--- config.mk ---
export PLATFORM = sky130hd
export DESIGN_NAME = l1_l2_req_scheduler
export DESIGN_NICKNAME = d
export VERILOG_FILES = /design/src/rtl/l1_l2_req_scheduler.sv
export SDC_FILE = /design/constraint.sdc
export NUM_CORES = 1
export LEC_CHECK = 0
export BUFFER_PORTS_ARGS = -buffer_cell sky130_fd_sc_hd__buf_2
export CELL_PAD_IN_SITES_DETAIL_PLACEMENT = 1
export CELL_PAD_IN_SITES_GLOBAL_PLACEMENT = 1
export CORE_AREA = 2 2 534 536
export CTS_BUF_LIST = sky130_fd_sc_hd__clkbuf_16
export CTS_CLUSTER_SIZE = 28
export DETAILED_ROUTE_END_ITERATION = 16
export DIE_AREA = 0 0 536 538
export HOLD_SLACK_MARGIN = 0.1
export PLACE_DENSITY_LB_ADDON = 0.12
export SLEW_MARGIN = 20
export SYNTH_ARGS = -nofsm -noshare
export SYNTH_HDL_FRONTEND = slang
export SYNTH_SLANG_ARGS = --single-unit
--- constraint.sdc ---
create_clock -name clk -period 44.5 [get_ports clk]
set_clock_uncertainty 0.1 [all_clocks]
set_input_delay 8.9 -clock clk [delete_from_list [all_inputs] [get_ports clk]]
set_output_delay 8.9 -clock clk [all_outputs]
set_load 0.05 [all_outputs]
--- src/rtl/l1_l2_req_scheduler.sv ---
`timescale 1ns/1ps
// l1_l2_req_scheduler
//
// Arbitrates line requests from the L1 instruction cache (reads only) and the
// L1 data cache (reads and write-backs) onto a single L2 request port. Only
// one L2 transaction is ever in flight. The D side has fixed priority. The I
// side cannot be starved for more than STARVE_MAX consecutive D grants.
//
// Handshake: a requester raises read/write and holds it, with a stable
// address and line, until its one-cycle resp pulse. It must drop the request
// in the cycle after resp. Toward L2 the scheduler holds l2_read or l2_write
// until the one-cycle l2_resp. l2_resp seen outside ISSUE is ignored.
//
// Ports:
//   clk, rst                     clock, asynchronous active-high reset
//   i_read, i_addr               I-cache line read request
//   i_rdata, i_resp              line and completion pulse back to the I-cache
//   d_read, d_write, d_addr,
//   d_wdata                      D-cache line read / write-back request
//   d_rdata, d_resp              line and completion pulse back to the D-cache
//   l2_read, l2_write, l2_addr,
//   l2_wdata                     request to L2, driven only from latched state
//   l2_rdata, l2_resp            L2 read line and completion pulse
//
// Optional build macro SCHED_WB_BUFFER_EN adds a one-entry write-back buffer.
// It absorbs D writes without an L2 access, serves reads that hit the
// buffered line directly, and drains to L2 when no read is pending.
//
// Debug visibility: state_q, owner_q and starve_cnt_q are plain named
// registers, so checkers can bind to them directly.

module l1_l2_req_scheduler #(
    parameter int ADDR_W     = 32,
    parameter int LINE_W     = 256,
    parameter int STARVE_MAX = 4
) (
    input  logic              clk,
    input  logic              rst,
    input  logic              i_read,
    input  logic [ADDR_W-1:0] i_addr,
    output logic [LINE_W-1:0] i_rdata,
    output logic              i_resp,
    input  logic              d_read,
    input  logic              d_write,
    input  logic [ADDR_W-1:0] d_addr,
    input  logic [LINE_W-1:0] d_wdata,
    output logic [LINE_W-1:0] d_rdata,
    output logic              d_resp,
    output logic              l2_read,
    output logic              l2_write,
    output logic [ADDR_W-1:0] l2_addr,
    output logic [LINE_W-1:0] l2_wdata,
    input  logic [LINE_W-1:0] l2_rdata,
    input  logic              l2_resp
);

    localparam int                 CNT_W      = $clog2(STARVE_MAX + 1);
    localparam logic [CNT_W-1:0]   STARVE_LIM = CNT_W'(STARVE_MAX);

    typedef enum logic [1:0] {
        S_IDLE  = 2'd0,
        S_ISSUE = 2'd1,
        S_RESP  = 2'd2
    } state_t;

    // OWN_WB marks a buffer drain: it uses L2 but answers no requester.
    typedef enum logic [1:0] {
        OWN_NONE = 2'd0,
        OWN_I    = 2'd1,
        OWN_D    = 2'd2,
        OWN_WB   = 2'd3
    } owner_t;

    state_t              state_q, state_d;
    owner_t              owner_q, owner_d;
    logic                wr_q, wr_d;
    logic [ADDR_W-1:0]   addr_q, addr_d;
    logic [LINE_W-1:0]   wdata_q, wdata_d;
    logic [CNT_W-1:0]    starve_cnt_q, starve_cnt_d;
    logic [LINE_W-1:0]   i_rdata_q, i_rdata_d;
    logic [LINE_W-1:0]   d_rdata_q, d_rdata_d;

`ifdef SCHED_WB_BUFFER_EN
    logic                wb_valid_q, wb_valid_d;
    logic [ADDR_W-1:0]   wb_addr_q, wb_addr_d;
    logic [LINE_W-1:0]   wb_line_q, wb_line_d;
`endif

    logic d_req;
    logic force_i;
    logic grant_d;
    logic grant_i;

    // Winner selection is a pure function of the live requests and the
    // starvation counter. It is only acted on in IDLE.
    assign d_req   = d_read | d_write;
    assign force_i = i_read && (starve_cnt_q == STARVE_LIM);
    assign grant_d = d_req && !force_i;
    assign grant_i = i_read && !grant_d;

    // ------------------------------------------------------------------
    // State register (plus the datapath registers it carries along)
    // ------------------------------------------------------------------
    always_ff @(posedge clk or posedge rst) begin
        if (rst) begin
            state_q      <= S_IDLE;
            owner_q      <= OWN_NONE;
            wr_q         <= 1'b0;
            addr_q       <= '0;
            wdata_q      <= '0;
            starve_cnt_q <= '0;
            i_rdata_q    <= '0;
            d_rdata_q    <= '0;
`ifdef SCHED_WB_BUFFER_EN
            wb_valid_q   <= 1'b0;
            wb_addr_q    <= '0;
            wb_line_q    <= '0;
`endif
        end else begin
            state_q      <= state_d;
            owner_q      <= owner_d;
            wr_q         <= wr_d;
            addr_q       <= addr_d;
            wdata_q      <= wdata_d;
            starve_cnt_q <= starve_cnt_d;
            i_rdata_q    <= i_rdata_d;
            d_rdata_q    <= d_rdata_d;
`ifdef SCHED_WB_BUFFER_EN
            wb_valid_q   <= wb_valid_d;
            wb_addr_q    <= wb_addr_d;
            wb_line_q    <= wb_line_d;
`endif
        end
    end

    // ------------------------------------------------------------------
    // Next-state and datapath logic
    // ------------------------------------------------------------------
    always_comb begin
        state_d      = state_q;
        owner_d      = owner_q;
        wr_d         = wr_q;
        addr_d       = addr_q;
        wdata_d      = wdata_q;
        starve_cnt_d = starve_cnt_q;
        i_rdata_d    = i_rdata_q;
        d_rdata_d    = d_rdata_q;
`ifdef SCHED_WB_BUFFER_EN
        wb_valid_d   = wb_valid_q;
        wb_addr_d    = wb_addr_q;
        wb_line_d    = wb_line_q;
`endif

        case (state_q)
            S_IDLE: begin
                if (grant_d) begin
                    owner_d = OWN_D;
                    // A combined read+write request is handled as a write.
                    wr_d    = d_write;
                    addr_d  = d_addr;
                    wdata_d = d_wdata;
                    state_d = S_ISSUE;
                    // Count D grants only while I is actually waiting.
                    if (!i_read) begin
                        starve_cnt_d = '0;
                    end else if (starve_cnt_q != STARVE_LIM) begin
                        starve_cnt_d = starve_cnt_q + 1'b1;
                    end
                end else if (grant_i) begin
                    owner_d      = OWN_I;
                    wr_d         = 1'b0;
                    addr_d       = i_addr;
                    starve_cnt_d = '0;
                    state_d      = S_ISSUE;
                end
`ifdef SCHED_WB_BUFFER_EN
                // The buffer decisions below override the plain path above.
                if (grant_d && d_write && wb_valid_q) begin
                    // Buffer occupied: drain it now, and the D write is taken
                    // on a later IDLE pass. This is not a D grant.
                    owner_d      = OWN_WB;
                    wr_d         = 1'b1;
                    addr_d       = wb_addr_q;
                    wdata_d      = wb_line_q;
                    starve_cnt_d = starve_cnt_q;
                    state_d      = S_ISSUE;
                end else if (grant_d && d_write) begin
                    wb_valid_d = 1'b1;
                    wb_addr_d  = d_addr;
                    wb_line_d  = d_wdata;
                    state_d    = S_RESP;
                end else if (grant_d && wb_valid_q && (d_addr == wb_addr_q)) begin
                    d_rdata_d = wb_line_q;
                    state_d   = S_RESP;
                end else if (grant_i && wb_valid_q && (i_addr == wb_addr_q)) begin
                    i_rdata_d = wb_line_q;
                    state_d   = S_RESP;
                end else if (!grant_d && !grant_i && wb_valid_q) begin
                    owner_d = OWN_WB;
                    wr_d    = 1'b1;
                    addr_d  = wb_addr_q;
                    wdata_d = wb_line_q;
                    state_d = S_ISSUE;
                end
`endif
            end

            S_ISSUE: begin
                if (l2_resp) begin
                    state_d = S_RESP;
                    // Write completions leave both rdata registers untouched.
                    if (!wr_q && owner_q == OWN_I) begin
                        i_rdata_d = l2_rdata;
                    end
                    if (!wr_q && owner_q == OWN_D) begin
                        d_rdata_d = l2_rdata;
                    end
`ifdef SCHED_WB_BUFFER_EN
                    if (owner_q == OWN_WB) begin
                        wb_valid_d = 1'b0;
                    end
`endif
                end
            end

            S_RESP: begin
                owner_d = OWN_NONE;
                state_d = S_IDLE;
            end

            default: begin
                owner_d = OWN_NONE;
                state_d = S_IDLE;
            end
        endcase
    end

    // ------------------------------------------------------------------
    // Outputs: decoded from registers only, never from requester inputs
    // ------------------------------------------------------------------
    always_comb begin
        l2_read  = 1'b0;
        l2_write = 1'b0;
        l2_addr  = '0;
        l2_wdata = '0;
        i_resp   = 1'b0;
        d_resp   = 1'b0;
        if (state_q == S_ISSUE) begin
            l2_read  = !wr_q;
            l2_write = wr_q;
            l2_addr  = addr_q;
            l2_wdata = wr_q ? wdata_q : '0;
        end
        if (state_q == S_RESP) begin
            i_resp = (owner_q == OWN_I);
            d_resp = (owner_q == OWN_D);
        end
    end

    assign i_rdata = i_rdata_q;
    assign d_rdata = d_rdata_q;

endmodule

==> impl_metrics.toml <==
[clock_network]
clk_path_buf_depth = 4
hold_buffers = 0
clk_latency_ns = 0.83
clkTransAtPathRegs_ns = 0.06
tritoncts = "done"
cts-resized-gates = 0
cts_max_level = 3
cts_made_buffers = 119
cts.sinks = 808
postCtsSetupBuffers = 0
cts_root_buf = "clkbuf_16"

[critical_path]
critical_path.max_fanout = 183
critPathLaunchType = "flip-flop"
cp_slowest_cell = "buf_6"
crit_arrival_ns = 3.97
path_cells = "inv_1 > nor2_4 > buf_12 > buf_6 > and2_1 > buf_2"
critical_path.max_stage_delay_ns = 0.67
worst_setup_path_end_kind = "output pin"
critPathRequiredTime_ns = 35.50
critical_path_class = "reg -> out"

[global_routing]
grtUsageTotal_pct = 11.7
overflow = 0
antenna_found_initial = 138
grt_max_degree = 184
grt_pass1_wl_um = 237000
grt_pass1_vias = 26500

[synth]
synthTopCellsByCount = "dfrtp_1 (808), mux2_4 (400), mux2_2 (328), and3_1 (257), clkbuf_1 (69)"
synth_mux_area_share_pct = 29.7
yosysWarnings = 0
avgSynthCellArea_sq_um = 16.1
yosys.area_share.simple_pct = 5.75
synth_cell_types = 32
synth_edf_count = 0
synth_area_leaders = "dfrtp_1 (59%), mux2_4 (18%), mux2_2 (11%), and3_1 (4.7%), buf_6 (1.8%)"
syn_inst = 2125
synth_compound_area_share_pct = 1.90
ys.flop_type = "dfrtp_1"
synth-seq-cells = 808
synthAdderAreaFrac_pct = 0.0733
synth_top_family_by_area = "multiplexers"
syn-num-nets = 2709
synth-seq-area-share_pct = 59.2
synth_top_area_share_pct = 59.2
synth_xor_area_share_pct = 0
synth_most_common_cell = "dfrtp_1"
synth_area_leader_cell = "dfrtp_1"
syn_area_sq_um = 34100
async_flop_share_pct = 100

[route]
drc = 0
first_iter_violations = 591
wirelength_um = 176000
vias = 24200
wl_per_cell_um = 23.8
dr.pass1.iters = 4
vias_per_cell = 3.27
ant_nets = 0

[timing]
relSlewSlack_pct = 30.5
fin_setup_tns_ns = 0
grt_setup_unrepaired = "false"
worst_slew_pin_slew_ns = 1.04
slew_viol_final = 0
timing.fmax_mhz = 77.1
hold_viol = 0
period_needed_ns = 12.97
finalSetupViolCount = 0
post-route-period-util_pct = 29.1

[final_layout]
multiInputGateArea_sq_um = 12800
drive_gt1_share_pct = 64.2
nets = 4087
register_area_sq_um = 20200
area_delta_synth_final_pct = 42.3
fillers = 32200

[die]
core-area_sq_um = 283000
dieArea_sq_um = 288000
io_pins = 1386
die_w_um = 536
start_util_pct = 12.1
rows = 196
die_h_um = 538

[placed_design]
portBuffers = 1385
routabilityCongestion = 0.757
dp_hpwl_um = 133000

[pwr]
p_per_area_nw_per_um2 = 95.6
p_total_mw = 4.64
ir_drop_mv = 0.0441
power.leakage_nw = 25.1

[run_status]
run_status = "finished clean"

[job]
cap_violations = 0

[worst_hold_path]
hp-class = "reg -> reg"
-- critical path: cells and delay by family, from the launching register on --
kind	cells	cell delay [ns]
simple gates	2	0.55
buf+inv	4	1.62
flops	1	0.59
-- per-stage QoR --
step	setup WS [ns]	util [%]	std cells	hold WS (ns)	area, sq um
finish	31.53	17.2	7388	0.388	48600
global route	31.23	17.1	7360	0.400	48500
CTS	31.07	17.1	7350	0.390	48500
detailed placement	30.74	15.9	7144	0.376	45000
global placement	30.73	15.9	7144	0.371	45000
floorplan	12.81	-	2125	0.372	34100
-- layer usage --
layer	vias up	routed length, um	global-route usage, %
met5	-	594	0
met4	94	4650	2.92
li1	10400	-	-
met3	360	19600	5.88
met1	12200	65500	12.7
met2	1085	85600	20.2
-- layout make-up --
type                       count  area share (%)
antenna                       38           0.196
clock buffer                 119            6.13
clock inverter                87            1.06
inverter                       4          0.0464
multi-input combinational   1153            26.4
sequential                   808            41.6
tap                         3762            9.69
timing repair buffer        1417            14.9
-- kinds of logic after synthesis --
family	Yosys count
buffers and inverters	164
AO/OA/AOI/OAI	75
flip-flops	808
multiplexers	768
adder cells (fa/ha/maj)	2
AND/OR/NAND/NOR	308
-- registers in the layout, indices dropped and copies added (netlist names) --
register,cells
starve_cnt_q,3
state_q,2
i_rdata,256
wdata_q,256
wr_q,1
owner_q,2
addr_q,32
d_rdata,256
-- where the power goes --
| group | leakage (nW) | total, mW | internal, mW | switching (mW) |
|---|---|---|---|---|
| logic | 13.5 | 2.43 | 0.732 | 1.70 |
| clock network | 1.84 | 0.882 | 0.502 | 0.381 |
| registers | 9.77 | 1.33 | 1.11 | 0.218 |
| total | 25.1 | 4.64 | 2.34 | 2.30 |
-- worst paths after layout --
| kind | startpoint | end | slack (ns) | cells after the start |
|---|---|---|---|---|
| worst max-delay path | state_q[0]$_DFFE_PP0P_ | l2_addr[28] | 31.53 | 6 |
| worst max register to register | starve_cnt_q[0]$_DFFE_PP0P_ | wdata_q[161]$_DFFE_PP0P_ | 39.39 | 9 |
| min in group asynchronous | rst | wdata_q[192]$_DFFE_PP0P_ | 8.14 | 2 |
| worst min-delay path | d_rdata[17]$_DFFE_PP0P_ | d_rdata[17]$_DFFE_PP0P_ | 0.39 | 1 |
| worst min register to register | d_rdata[17]$_DFFE_PP0P_ | d_rdata[17]$_DFFE_PP0P_ | 0.39 | 1 |
| max in group asynchronous | rst | d_rdata[88]$_DFFE_PP0P_ | 31.89 | 7 |
-- layout by cell type, fill, tap and decap left out, types with 13 or more instances in the layout --
cell,n
a21boi_0,33
inv_1,37
clkbuf_16,119
mux2_2,328
mux2_4,400
and3_1,257
dfrtp_1,807
clkinv_1,27
buf_4,26
and2_1,34
mux2_1,40
buf_2,1385
clkinv_2,13
diode_2,38
a221o_1,32
(Power assumes the default switching activity.)
